[src/rtl/wb_mem_loader_if.sv]
// Byte-stream sink plus Wishbone B4 pipelined write-master signals of the memory loader.
// master = loader side, slave = stream source / bus fabric side.
interface wb_mem_loader_if;
  logic        s_valid;
  logic [7:0]  s_data;
  logic        s_ready;
  logic        wb_cyc;
  logic        wb_stb;
  logic        wb_we;
  logic [31:0] wb_adr;
  logic [3:0]  wb_sel;
  logic [31:0] wb_dat_o;
  logic        wb_ack;
  logic        wb_err;
  logic        wb_stall;

  modport master (
    input  s_valid, s_data,
    output s_ready,
    output wb_cyc, wb_stb, wb_we, wb_adr, wb_sel, wb_dat_o,
    input  wb_ack, wb_err, wb_stall
  );

  modport slave (
    output s_valid, s_data,
    input  s_ready,
    input  wb_cyc, wb_stb, wb_we, wb_adr, wb_sel, wb_dat_o,
    output wb_ack, wb_err, wb_stall
  );
endinterface

[src/rtl/wb_mem_loader.sv]
// wb_mem_loader: writes a length-prefixed little-endian byte stream into RAM over Wishbone, holds the core until done.
// Latency: last data byte -> wb_stb 1 cycle, wb_ack -> s_ready 1 cycle; at most one transfer in flight.
// Backpressure: s_ready low during a bus write and in DONE/ERR. Optional trailer checksum: WB_MEM_LOADER_CHECKSUM_EN.
module wb_mem_loader #(
  parameter logic [31:0] BASE_ADDR = 32'h0000_0000,
  parameter logic [31:0] MEM_SIZE  = 32'h0001_0000
) (
  input  logic            clk,
  input  logic            rst,
  wb_mem_loader_if.master bus,
  output logic            core_hold,
  output logic            done,
  output logic            error
);
  localparam logic [31:0] MAX_WORDS = MEM_SIZE >> 2;

`ifdef WB_MEM_LOADER_CHECKSUM_EN
  typedef enum logic [2:0] {HDR, DATA, REQ, WAIT, DONE, ERR, CHK} state_t;
`else
  typedef enum logic [2:0] {HDR, DATA, REQ, WAIT, DONE, ERR} state_t;
`endif

  state_t      state;
  logic [1:0]  bcnt;
  logic [31:0] cnt;
  logic [31:0] idx;
  logic [23:0] word;
`ifdef WB_MEM_LOADER_CHECKSUM_EN
  logic [31:0] sum;
`endif

  logic        take;
  logic [31:0] hdr_word;
  logic [31:0] byte_word;
  logic [31:0] idx_inc;

  // Both shift registers take bytes at the top, so byte 0 ends up in the LSBs.
  assign take      = bus.s_valid && bus.s_ready;
  assign hdr_word  = {bus.s_data, cnt[31:8]};
  assign byte_word = {bus.s_data, word};
  assign idx_inc   = idx + 32'd1;

  always_ff @(posedge clk or posedge rst) begin
    if (rst) begin
      state        <= HDR;
      bcnt         <= 2'd0;
      cnt          <= 32'd0;
      idx          <= 32'd0;
      word         <= 24'd0;
`ifdef WB_MEM_LOADER_CHECKSUM_EN
      sum          <= 32'd0;
`endif
      bus.s_ready  <= 1'b0;
      bus.wb_cyc   <= 1'b0;
      bus.wb_stb   <= 1'b0;
      bus.wb_we    <= 1'b0;
      bus.wb_adr   <= BASE_ADDR;
      bus.wb_sel   <= 4'h0;
      bus.wb_dat_o <= 32'd0;
      core_hold    <= 1'b1;
      done         <= 1'b0;
      error        <= 1'b0;
    end else begin
      bus.s_ready <= 1'b0;
      case (state)
        HDR: begin
          bus.s_ready <= 1'b1;
          if (take) begin
            cnt  <= hdr_word;
            bcnt <= bcnt + 2'd1;
            if (bcnt == 2'd3) begin
              idx <= 32'd0;
              if (hdr_word == 32'd0) begin
`ifdef WB_MEM_LOADER_CHECKSUM_EN
                state <= CHK;
`else
                bus.s_ready <= 1'b0;
                state       <= DONE;
`endif
              end else if (hdr_word > MAX_WORDS) begin
                bus.s_ready <= 1'b0;
                state       <= ERR;
              end else begin
                state <= DATA;
              end
            end
          end
        end

        DATA: begin
          bus.s_ready <= 1'b1;
          if (take) begin
            word <= {bus.s_data, word[23:8]};
            bcnt <= bcnt + 2'd1;
            if (bcnt == 2'd3) begin
              bus.s_ready  <= 1'b0;
              bus.wb_dat_o <= byte_word;
              bus.wb_adr   <= BASE_ADDR + {idx[29:0], 2'b00};
              bus.wb_cyc   <= 1'b1;
              bus.wb_stb   <= 1'b1;
              bus.wb_we    <= 1'b1;
              bus.wb_sel   <= 4'hF;
`ifdef WB_MEM_LOADER_CHECKSUM_EN
              sum          <= sum + byte_word;
`endif
              state        <= REQ;
            end
          end
        end

        // A response in the acceptance cycle is legal, so REQ shares WAIT's response handling.
        REQ, WAIT: begin
          if (state == REQ && !bus.wb_stall) begin
            bus.wb_stb <= 1'b0;
            bus.wb_we  <= 1'b0;
            bus.wb_sel <= 4'h0;
            state      <= WAIT;
          end
          if (state == WAIT || !bus.wb_stall) begin
            if (bus.wb_err) begin
              bus.wb_cyc <= 1'b0;
              bus.wb_stb <= 1'b0;
              bus.wb_we  <= 1'b0;
              bus.wb_sel <= 4'h0;
              state      <= ERR;
            end else if (bus.wb_ack) begin
              bus.wb_cyc <= 1'b0;
              bus.wb_stb <= 1'b0;
              bus.wb_we  <= 1'b0;
              bus.wb_sel <= 4'h0;
              idx        <= idx_inc;
              if (idx_inc == cnt) begin
`ifdef WB_MEM_LOADER_CHECKSUM_EN
                bus.s_ready <= 1'b1;
                state       <= CHK;
`else
                state       <= DONE;
`endif
              end else begin
                bus.s_ready <= 1'b1;
                state       <= DATA;
              end
            end
          end
        end

`ifdef WB_MEM_LOADER_CHECKSUM_EN
        CHK: begin
          bus.s_ready <= 1'b1;
          if (take) begin
            word <= {bus.s_data, word[23:8]};
            bcnt <= bcnt + 2'd1;
            if (bcnt == 2'd3) begin
              bus.s_ready <= 1'b0;
              state       <= (byte_word == sum) ? DONE : ERR;
            end
          end
        end
`endif

        DONE: begin
          done      <= 1'b1;
          core_hold <= 1'b0;
        end

        ERR: begin
          error     <= 1'b1;
          core_hold <= 1'b1;
        end

        default: state <= ERR;
      endcase
    end
  end
endmodule
[src/flat_wrapper.sv]
// flat-port wrapper written by rule: the top's interface ports become plain ports
module wb_mem_loader_flat 
#(
  parameter logic [31:0] BASE_ADDR = 32'h0000_0000,
  parameter logic [31:0] MEM_SIZE  = 32'h0001_0000
)
  (clk, rst, core_hold, done, error, bus_s_valid, bus_s_data, bus_s_ready, bus_wb_cyc, bus_wb_stb, bus_wb_we, bus_wb_adr, bus_wb_sel, bus_wb_dat_o, bus_wb_ack, bus_wb_err, bus_wb_stall);
  wb_mem_loader_if bus_i ();
  input  logic clk;
  input  logic rst;
  output logic core_hold;
  output logic done;
  output logic error;
  input wire logic [$bits(bus_i.s_valid)-1:0] bus_s_valid;
  input wire logic [$bits(bus_i.s_data)-1:0] bus_s_data;
  output wire logic [$bits(bus_i.s_ready)-1:0] bus_s_ready;
  output wire logic [$bits(bus_i.wb_cyc)-1:0] bus_wb_cyc;
  output wire logic [$bits(bus_i.wb_stb)-1:0] bus_wb_stb;
  output wire logic [$bits(bus_i.wb_we)-1:0] bus_wb_we;
  output wire logic [$bits(bus_i.wb_adr)-1:0] bus_wb_adr;
  output wire logic [$bits(bus_i.wb_sel)-1:0] bus_wb_sel;
  output wire logic [$bits(bus_i.wb_dat_o)-1:0] bus_wb_dat_o;
  input wire logic [$bits(bus_i.wb_ack)-1:0] bus_wb_ack;
  input wire logic [$bits(bus_i.wb_err)-1:0] bus_wb_err;
  input wire logic [$bits(bus_i.wb_stall)-1:0] bus_wb_stall;
  assign bus_i.s_valid = bus_s_valid;
  assign bus_i.s_data = bus_s_data;
  assign bus_s_ready = bus_i.s_ready;
  assign bus_wb_cyc = bus_i.wb_cyc;
  assign bus_wb_stb = bus_i.wb_stb;
  assign bus_wb_we = bus_i.wb_we;
  assign bus_wb_adr = bus_i.wb_adr;
  assign bus_wb_sel = bus_i.wb_sel;
  assign bus_wb_dat_o = bus_i.wb_dat_o;
  assign bus_i.wb_ack = bus_wb_ack;
  assign bus_i.wb_err = bus_wb_err;
  assign bus_i.wb_stall = bus_wb_stall;
  wb_mem_loader #(.BASE_ADDR(BASE_ADDR), .MEM_SIZE(MEM_SIZE)) u_core (.clk(clk), .rst(rst), .bus(bus_i), .core_hold(core_hold), .done(done), .error(error));
endmodule
[config.mk]
export PLATFORM = sky130hd
export DESIGN_NAME = wb_mem_loader_flat
export DESIGN_NICKNAME = d
export VERILOG_FILES = /design/src/rtl/wb_mem_loader_if.sv /design/src/rtl/wb_mem_loader.sv /design/src/flat_wrapper.sv
export SDC_FILE = /design/constraint.sdc
export NUM_CORES = 1
export LEC_CHECK = 0
export CELL_PAD_IN_SITES_DETAIL_PLACEMENT = 0
export CELL_PAD_IN_SITES_GLOBAL_PLACEMENT = 1
export CORE_AREA = 2 2 186 97
export CTS_BUF_LIST = sky130_fd_sc_hd__clkbuf_16
export DETAILED_ROUTE_END_ITERATION = 16
export DIE_AREA = 0 0 188 99
export PLACE_DENSITY_LB_ADDON = 0.25
export SLEW_MARGIN = 20
export SYNTH_ARGS = -nofsm -noshare
export SYNTH_HDL_FRONTEND = slang
export SYNTH_SLANG_ARGS = --single-unit
[constraint.sdc]
create_clock -name clk -period 10.5 [get_ports clk]
set_clock_uncertainty 0.15 [all_clocks]
set_input_delay 1.575 -clock clk [delete_from_list [all_inputs] [get_ports clk]]
set_output_delay 1.575 -clock clk [all_outputs]
set_load 0.02 [all_outputs]
# --- After elaboration in Yosys (flattened, before gate mapping) ---
# Cells that the tools add are included.
word_totals:
  input_bits: 14
  regBits: 166
  word_cells: 107
op_classes:
  n_lt_le_gt_ge: 1
  bitwise: 1
  n_addsub: 2
  eq_ne: 15
  n_reduce_logical: 20
  n_mux: 53
op_table:
  columns: ["op", "n"]
  rows:
  - ["$mux W32", 5]
  - ["$pmux W32 S2", 1]
  - ["$mux W3", 11]
  - ["$add A32 B1 Y32 const B", 1]
  - ["$eq A32 B32 Y1", 1]
  - ["$gt A32 B15 Y1 const B", 1]
  - ["$logic_not A32 Y1", 1]
  - ["$mux W4", 6]
  - ["$mux W1", 23]
  - ["$pmux W3 S4", 1]
  - ["$ne A2 B1 Y1 const B", 5]
  - ["$reduce_and A5 Y1", 2]
  - ["$pmux W1 S2", 4]
  - ["$pmux W4 S2", 1]
  - ["$eq A3 B2 Y1 const B", 2]
  - ["$eq A3 B3 Y1 const B", 2]
  - ["$reduce_and A2 Y1", 3]
  - ["$reduce_and A3 Y1", 2]
  - ["$reduce_and A6 Y1", 1]
  - ["$reduce_bool A2 Y1", 3]
  - ["$reduce_or A2 Y1", 3]
  - ["$ne A2 B2 Y1 const B", 2]
  - ["$eq A3 B1 Y1 const B", 1]
  - ["$logic_not A3 Y1", 1]
  - ["8 further kinds", 9]

# --- Longest topological paths before layout ---
# Gate-level depths: netlist (run 1).
depth:
  ltp_word: 7
  ltp_mapped: 11
  mapped_depth_nobuf: 9

# --- Worst setup path before layout (run 1) ---
# OpenSTA, ideal clock, no wires.
synth_path:
  path_type: "input to register"
  startpoint: "input bus_s_valid"
  endpoint: "register u_core.bus.wb_adr[2]"
  path_buffers: 2
  setup_slack_ns: 7.069
  arrival_ns: 3.156
  path_stages: 7
  path_cell_list: "nand3_1 -> nor2_1 -> nand2_1 -> nor2_1 -> clkbuf_1 -> clkbuf_1 -> mux2_2"
synth_via:
  elab_chain_len: 2
synth_lines:
  columns: ["item", "line", "source"]
  rows:
  - ["from (decl)", "flat_wrapper.sv:14", "input wire logic [$bits(bus_i.s_valid)-1:0] bus_s_valid;"]
  - ["$logic_and A1 B1 Y1", "wb_mem_loader.sv:38", "assign take = bus.s_valid && bus.s_ready;"]
  - ["$reduce_and A3 Y1 (no line)", null, null]
  - ["to (signal assigned)", "wb_mem_loader.sv:98", "bus.wb_adr <= BASE_ADDR + {idx[29:0], 2'b00};"]
  - ["to (decl)", "wb_mem_loader_if.sv:20", "output wb_cyc, wb_stb, wb_we, wb_adr, wb_sel, wb_dat_o,"]
# Every way passes these cells.
# A chain may end at the register's enable or synchronous reset.

# --- Worst setup path in the final report (run 1) ---
layout_path:
  startpoint: "register u_core.idx[0]"
  endpoint: "register u_core.state[0]"
layout_via:
  elab_chain_len: 7
layout_lines:
  columns: ["item", "line", "source"]
  rows:
  - ["from (decl)", "wb_mem_loader.sv:26", "logic [31:0] idx;"]
  - ["from (signal assigned)", "wb_mem_loader.sv:131", "idx <= idx_inc;"]
  - ["$add A32 B1 Y32", "wb_mem_loader.sv:41", "assign idx_inc = idx + 32'd1;"]
  - ["$eq A32 B32 Y1", "wb_mem_loader.sv:132", "if (idx_inc == cnt) begin"]
  - ["$mux W3", "wb_mem_loader.sv:132", null]
  - ["$mux W3", "wb_mem_loader.sv:126", "end else if (bus.wb_ack) begin"]
  - ["$mux W3", "wb_mem_loader.sv:120", "if (bus.wb_err) begin"]
  - ["$mux W3", "wb_mem_loader.sv:119", "if (state == WAIT || !bus.wb_stall) begin"]
  - ["$pmux W3 S4", "wb_mem_loader.sv:65", "case (state)"]
  - ["to (signal assigned)", "wb_mem_loader.sv:117", "state <= WAIT;"]
  - ["to (signal assigned)", "wb_mem_loader.sv:125", "state <= ERR;"]
  - ["to (signal assigned)", "wb_mem_loader.sv:137", "state <= DONE;"]
  - ["to (decl)", "wb_mem_loader.sv:23", "state_t state;"]
# Every way passes these cells.

==> summary.txt, run 1 <==
Max clock buf depth - 2
Net switching component of the power - 723 uW
Final #Nets - 796
Worst-path maximum fanout - 8
Clock root buffer master - sky130_fd_sc_hd__clkbuf_16
FP Rows - 34
Sequential share of power - 46.7%
Total negative setup slack - 0 ns
Most Frequent Cell on Critical Path - sky130_fd_sc_hd__nand3_1
Synth top area cells - sky130_fd_sc_hd__dfrtp_1 (51%), sky130_fd_sc_hd__mux2_2 (16%), sky130_fd_sc_hd__xnor2_1 (2.7%), sky130_fd_sc_hd__nand2_1 (2.1%), sky130_fd_sc_hd__o31ai_1 (1.9%)
Total I/O pin count - 89
DRC violation count after routing - 0
Power density over the cells - 218 nW/um^2
EDFF count, synth - 0
Portion of total power attributed to the clock network - 27.2%
Most used cells in the layout excluding fill and tap cells - sky130_fd_sc_hd__dfrtp_1 (165), sky130_fd_sc_hd__mux2_2 (117), sky130_fd_sc_hd__clkdlybuf4s50_1 (86)
Initial standard-cell utilization of the core - 48.0%
Highest clock rate - 221 MHz
Clock insertion delay at the later pin of the skew report - 0.43 ns
Area taken by multi-input logic gates - 3750 sq um
Ordered list of cells on the worst path - ha_1, nand3_1, nor4_2, nor3b_1, nand3_1, xnor2_1, or4_1, nor4_1, a21oi_1
Routed Antenna Nets - 0
Final-report setup violation count - 0
Max IR drop VDD - 0.182 mV
Die W - 188 um
First-pass GRT wire length - 33.9 mm
CTS H-tree lvls - 4
Core region area - 17,000 sq um
Mean post-synth cell area - 11.3 sq um
Vias in the first global route - 5,756
Synth warnings - 0
Internal power summed over all cells - 1380 uW
Leakage power - 0.00419 uW
Final Max Tran Viols - 0
Worst max-slew margin expressed relative to the limit - 37.0%
Cell family with the largest share of critical-path delay - simple AND/OR/NAND/NOR gates
First DRT Iteration DRCs - 531
CTS clock-pin slew for the worst setup and hold paths - 0.07 ns
Worst Setup Path Type - flip-flop to flip-flop
Routed via count divided by cell count - 5.88
Yosys cell types - 64
Number of gates resized after CTS - 0
Initial antenna violation count - 0
IO buf count - 86
Maximum number of pins on one net before global-route repair - 85
Register cell area after layout - 4160 sq um
Most common library cell in the layout ignoring fill and taps - sky130_fd_sc_hd__dfrtp_1
Critical Path Start Type - flip-flop
Total inserted antenna cells - 0
Synthesized instance count - 720
Final HPWL DP - 14.9 mm
WL final - 21.4 mm
Arrival time reported for the critical path endpoint - 4.66 ns
Number of filler cells placed in the layout - 1,406
Status - complete, no violations
Share of the clock period used by the worst path - 43.1%
Die Y - 99 um
Seq cells post-synth - 166
Share of final-layout standard cells stronger than drive strength 1 - 21.3%
Max stage delay cell, worst path - sky130_fd_sc_hd__nor3b_1
Min Tclk post-route - 4.53 ns
Max-capacitance violation count - 0
End-of-flow core utilization - 57.0%
RePlAce Congestion - 0.913
Number of buffers created by CTS - 17
Number of optimization iterations in the first detailed-route pass - 5
Part of the Yosys area used for sequential elements - 51.0%
Min Hold Slack - 0.324 ns
Slew at the pin closest to its max-slew limit - 0.943 ns
Synthesis-to-finish area growth - 18.8%
Portion of synthesized cell area occupied by the leading cell type - 50.7%
Cell accounting for the most synthesized area - sky130_fd_sc_hd__dfrtp_1
Total count of hold-check failures in the final report - 0
Tightest Hold Check Type - flip-flop to flip-flop
Required time worst endpoint - 10.63 ns
Clock net sink count - 166
Gate power share - 26.1%
CTS tree - done
RSZ-0062 raised after global routing - no
Maximum single-stage delay on the critical path - 0.73 ns
CP Capture Type - flip-flop
Routed wire length per instance - 20.8 um
Total standard cell area after synthesis - 8150 sq um
Via count - 6,043
Grt ovf - 0
Total of hold buffers inserted after clock tree synthesis - 0
Proportion of register bits with asynchronous set or reset after synthesis - 100%
Tot GR Track Use - 23.9%
Ys flop type - sky130_fd_sc_hd__dfrtp_1
Count of buffering cells on the critical path with inverters included - 0
Net switching share of the total power - 34.3%
Die footprint - 18,600 sq um
Setup bufs post-CTS - 0
==> Yosys cell counts, types with 3 or more instances <==
cell / number
sky130_fd_sc_hd__and2_1: 12
sky130_fd_sc_hd__nand2b_1: 8
sky130_fd_sc_hd__nand2_1: 46
sky130_fd_sc_hd__and4_1: 5
sky130_fd_sc_hd__mux2_2: 117
sky130_fd_sc_hd__nand3_1: 21
sky130_fd_sc_hd__a21o_1: 8
sky130_fd_sc_hd__clkbuf_1: 29
sky130_fd_sc_hd__inv_1: 10
sky130_fd_sc_hd__mux2i_1: 6
sky130_fd_sc_hd__dfrtp_1: 165
sky130_fd_sc_hd__nand4_1: 17
sky130_fd_sc_hd__o31a_1: 4
sky130_fd_sc_hd__a211oi_1: 3
sky130_fd_sc_hd__xor2_1: 17
sky130_fd_sc_hd__or3_1: 10
sky130_fd_sc_hd__nor2_1: 22
sky130_fd_sc_hd__o31ai_1: 21
sky130_fd_sc_hd__o41ai_1: 3
sky130_fd_sc_hd__nor2b_1: 11
sky130_fd_sc_hd__buf_2: 15
sky130_fd_sc_hd__a21oi_1: 10
sky130_fd_sc_hd__xnor2_1: 25
sky130_fd_sc_hd__nor3_1: 15
sky130_fd_sc_hd__buf_1: 5
sky130_fd_sc_hd__or4_1: 5
sky130_fd_sc_hd__and3_1: 11
sky130_fd_sc_hd__o21ai_0: 31
sky130_fd_sc_hd__nor4_1: 16
==> metal layers <==
layer | vias to the layer above | part of all wire [%] | global-route usage, %
li1 | 2751 | - | -
met1 | 3039 | 54 | 39.8
met2 | 237 | 38 | 30.2
met3 | 16 | 7.3 | 6.41
met4 | 0 | 0.78 | 4.30
met5 | - | 0 | 0
==> cell families (layout without fill, tap and decap cells) <==
| group | count (synthesis) | count (layout) | share of synthesized area (%) |
|---|---|---|---|
| flip-flops | 166 | 166 | 51.0 |
| AND/OR/NAND/NOR | 217 | 217 | 14.9 |
| AO/OA/AOI/OAI | 106 | 106 | 8.85 |
| adder cells (fa/ha/maj) | 2 | 2 | 0.307 |
| multiplexers | 125 | 125 | 17.2 |
| buffers and inverters | 61 | 133 | 3.13 |
| other | 1 | 2 | 0.0460 |
| XOR/XNOR | 42 | 42 | 4.52 |
==> worst reg2reg max path, delay by kind of cell (launching register included) <==
kind | cells | cell delay (ns)
compound gates | 1 | 0.15
xor+xnor | 1 | 0.21
fa+ha+maj | 1 | 0.28
flops | 1 | 0.46
simple gates | 6 | 3.14
==> final cells by class <==
class | instances | area share (%)
tap | 234 | 3.03
clock buffer | 17 | 4.40
multi-input combinational | 494 | 38.8
timing repair buffer | 91 | 9.32
inverter | 10 | 0.440
sequential | 166 | 42.9
clock inverter | 15 | 1.10
==> registers in the layout (all words and copies together), names as in the netlist, 2 cells and up <==
name	count
u_core.state	3
u_core.bus.wb_sel	4
u_core.cnt	32
u_core.idx	32
u_core.bus.wb_adr	30
u_core.bus.wb_dat_o	32
u_core.bcnt	2
u_core.word	24
==> final timing paths <==
check	startpoint	endpoint	depth (start not counted)	slack (ns)
min in group asynchronous	rst	u_core.bus.wb_adr[27]$_DFFE_PP0P_	2	1.53
worst max-delay path	u_core.idx[0]$_DFFE_PP0P_	u_core.state[0]$_DFFE_PP0P_	9	5.97
worst max register to register	u_core.idx[0]$_DFFE_PP0P_	u_core.state[0]$_DFFE_PP0P_	9	5.97
worst min register to register	u_core.bcnt[0]$_DFFE_PP0P_	u_core.bcnt[0]$_DFFE_PP0P_	1	0.32
worst min-delay path	u_core.bcnt[0]$_DFFE_PP0P_	u_core.bcnt[0]$_DFFE_PP0P_	1	0.32
max in group asynchronous	rst	u_core.bus.wb_adr[2]$_DFFE_PP0P_	3	7.44
==> power groups by stage <==
stage / logic (uW) / registers (uW) / clock network [uW]
5_1_grt: 600 / 1010 / 620
3_5_place_dp: 545 / 992 / 0
4_1_cts: 551 / 981 / 586
2_1_floorplan: 341 / 957 / 0
3_3_place_gp: 536 / 983 / 0
6_report: 551 / 985 / 573
==> through the flow <==
step	instances	setup slack (ns)	area, sq um	total power (uW)
after detailed placement	995	5.88	9140	1540
after global placement	995	5.94	9140	1520
final	1027	5.97	9680	2110
after floorplan	721	4.29	8150	1300
after CTS	1027	6.15	9670	2120
after global routing	1027	5.74	9680	2230
No activity file was read; power rests on OpenSTA's default activity.
==> run 2: changes to the inputs <==
- CORE_AREA: 2 2 186 97 -> 2 2 203 105
- DIE_AREA: 0 0 188 99 -> 0 0 205 107
- clock period: 10.5 -> 4.15 ns (I/O delays scaled with it)
==> run 2 against run 1 <==
  * Count of clock-buffer cells in the layout unchanged
  * Register-to-register slack worse by 5.4 ns
  * Setup slack worse by 5.4 ns
  * Sequential power rose to 2.5 times the previous value
  * Global-route usage down 2.4 points
  * Die area up 18%
  * Core utilization down 8.1 points
  * Critical path depth up 2
  * Via count up 0.86%
  * Cell count up 5.1%
  * Non-clock buffer count up 13
  * Largest cell class unchanged
==> summary.txt, run 2 (synthesis results as in run 1) <==
Critical Path Start Type - flip-flop
Routed Antenna Nets - 0 (unchanged)
Routed via count divided by cell count - 5.65 (-4.0%)
Arrival time reported for the critical path endpoint - 3.78 ns (-0.88 ns)
Core region area - 20,200 sq um (+19%)
Die footprint - 21,900 sq um (+18%)
Most common library cell in the layout ignoring fill and taps - sky130_fd_sc_hd__dfrtp_1
Tightest Hold Check Type - flip-flop to flip-flop
WL final - 22.2 mm (+4.0%)
First-pass GRT wire length - 35.3 mm (+4.3%)
Routed wire length per instance - 20.6 um (-1.1%)
Power density over the cells - 554 nW/um^2 (+150%)
Share of the clock period used by the worst path - 86.9% (+44 points)
Initial antenna violation count - 1 (+1)
Number of optimization iterations in the first detailed-route pass - 5 (unchanged)
Synthesis-to-finish area growth - 21.1%
Clock net sink count - 166 (unchanged)
CTS H-tree lvls - 4 (unchanged)
Total negative setup slack - 0 ns (unchanged)
Vias in the first global route - 5,892 (+2.4%)
Grt ovf - 0 (unchanged)
Final HPWL DP - 16.3 mm (+8.8%)
Final-report setup violation count - 0 (unchanged)
Clock root buffer master - sky130_fd_sc_hd__clkbuf_16
Slew at the pin closest to its max-slew limit - 0.754 ns (-0.189 ns)
Share of final-layout standard cells stronger than drive strength 1 - 22.5% (+1.1 points)
Max IR drop VDD - 0.349 mV (+92%)
DRC violation count after routing - 0 (unchanged)
Initial standard-cell utilization of the core - 40.4% (-7.6 points)
Status - complete, no violations
Largest registers - u_core.bus.wb_dat_o x32, u_core.cnt x32, u_core.idx x32
Number of gates resized after CTS - 0 (unchanged)
Number of buffers created by CTS - 17 (unchanged)
CTS clock-pin slew for the worst setup and hold paths - 0.07 ns (about the same)
Max-capacitance violation count - 0 (unchanged)
Worst-path maximum fanout - 8 (unchanged)
IO buf count - 86 (unchanged)
First DRT Iteration DRCs - 545 (+2.6%)
Highest clock rate - 277 MHz (+25%)
Number of filler cells placed in the layout - 1,860 (+32%)
CP Capture Type - flip-flop
Die Y - 107 um (+8.1%)
Worst-case setup slack after placement - 0.641 ns (-5.24 ns)
Tot GR Track Use - 21.5% (-2.4 points)
Worst Setup Path Type - flip-flop to flip-flop
Via count - 6,095 (+0.86%)
RSZ-0062 raised after global routing - no
Setup bufs post-CTS - 0 (unchanged)
Final worst-path setup slack - 0.543 ns (-5.43 ns)
Most used cells in the layout excluding fill and tap cells - sky130_fd_sc_hd__dfrtp_1 (165), sky130_fd_sc_hd__mux2_2 (117), sky130_fd_sc_hd__clkdlybuf4s50_1 (86)
CTS tree - done
Leakage power - 0.00428 uW (+2.2%)
Maximum number of pins on one net before global-route repair - 61 (-28%)
Final #Nets - 809 (+1.6%)
Total inserted antenna cells - 0 (unchanged)
Final Max Tran Viols - 0 (unchanged)
RePlAce Congestion - 0.910 (-0.36%)
Min Tclk post-route - 3.61 ns (-0.919 ns)
Clock insertion delay at the later pin of the skew report - 0.44 ns (about the same)
Total I/O pin count - 89 (unchanged)
Worst max-slew margin expressed relative to the limit - 49.3% (+12 points)
Total of hold buffers inserted after clock tree synthesis - 0 (unchanged)
Max clock buf depth - 2 (unchanged)
FP Rows - 37 (+8.8%)
Die W - 205 um (+9.0%)
Required time worst endpoint - 4.32 ns (-6.31 ns)
Total count of hold-check failures in the final report - 0 (unchanged)
run 2: power breakdown:
group	internal, uW	switching, uW
logic	743	694
clock network	879	668
registers	2000	476
total	3630	1840
run 2: layout make-up:
type	instances	area (sq um)	share of cell area, %
clock inverters	15	140	1.42
well taps	273	342	3.46
clock buffers	17	425	4.31
multi-input cells	494	3750	38.0
inverters	10	41.3	0.419
repair buffers	104	1010	10.2
flip-flops and latches	166	4160	42.1
run 2: worst max-delay path, stage by stage, from the launching register on:
cell and delay (ns):
sky130_fd_sc_hd__dfrtp_1 0.48, sky130_fd_sc_hd__ha_1 0.28, sky130_fd_sc_hd__nand3_1 0.32, sky130_fd_sc_hd__nor4_2 0.42
sky130_fd_sc_hd__nor3b_1 0.27, sky130_fd_sc_hd__buf_4 0.19, sky130_fd_sc_hd__nand3_1 0.14, sky130_fd_sc_hd__xnor2_1 0.18
sky130_fd_sc_hd__or4_1 0.50, sky130_fd_sc_hd__nor4_1 0.30, sky130_fd_sc_hd__buf_4 0.18, sky130_fd_sc_hd__o21ai_1 0.06
run 2: metal layers:
layer / track usage [%] / routed length (um) / part of all wire (%)
met3: 5.41 / 1630 / 7.4
met4: 6.06 / 200 / 0.90
met2: 26.5 / 8380 / 38
met5: 0 / 0 / 0
met1: 35.4 / 12000 / 54
run 2: worst paths after layout:
| check | start | slack (ns) | cells past startpoint | to |
|---|---|---|---|---|
| max | u_core.idx[0]$_DFFE_PP0P_ | 0.54 | 11 | u_core.bus.s_ready$_DFF_PP0_ |
| min | u_core.core_hold$_DFFE_PP1N_ | 0.32 | 2 | u_core.core_hold$_DFFE_PP1N_ |
| max reg2reg | u_core.idx[0]$_DFFE_PP0P_ | 0.54 | 11 | u_core.bus.s_ready$_DFF_PP0_ |
| min reg2reg | u_core.core_hold$_DFFE_PP1N_ | 0.32 | 2 | u_core.core_hold$_DFFE_PP1N_ |
| max in group asynchronous | rst | 2.52 | 3 | u_core.bus.wb_adr[13]$_DFFE_PP0P_ |
| min in group asynchronous | rst | 0.47 | 2 | u_core.bus.wb_dat_o[1]$_DFFE_PP0P_ |
run 2: stage by stage:
step	hold WS, ns	instance area [sq um]	cells	total power (uW)	utilization, %
finish	0.320	9860	1079	5460	48.9
global route	0.350	9860	1079	5730	48.9
CTS	0.322	9860	1079	5490	48.9
detailed placement	0.301	9300	1047	3920	46.1
global placement	0.301	9300	1047	3880	46.1
floorplan	0.298	8150	721	3280	-
==> run 3: changes to the inputs <==
- CTS_CLUSTER_DIAMETER: unset -> 80
==> results of run 3 <==
Final layout, timing and power as in run 2 (identical DEF).
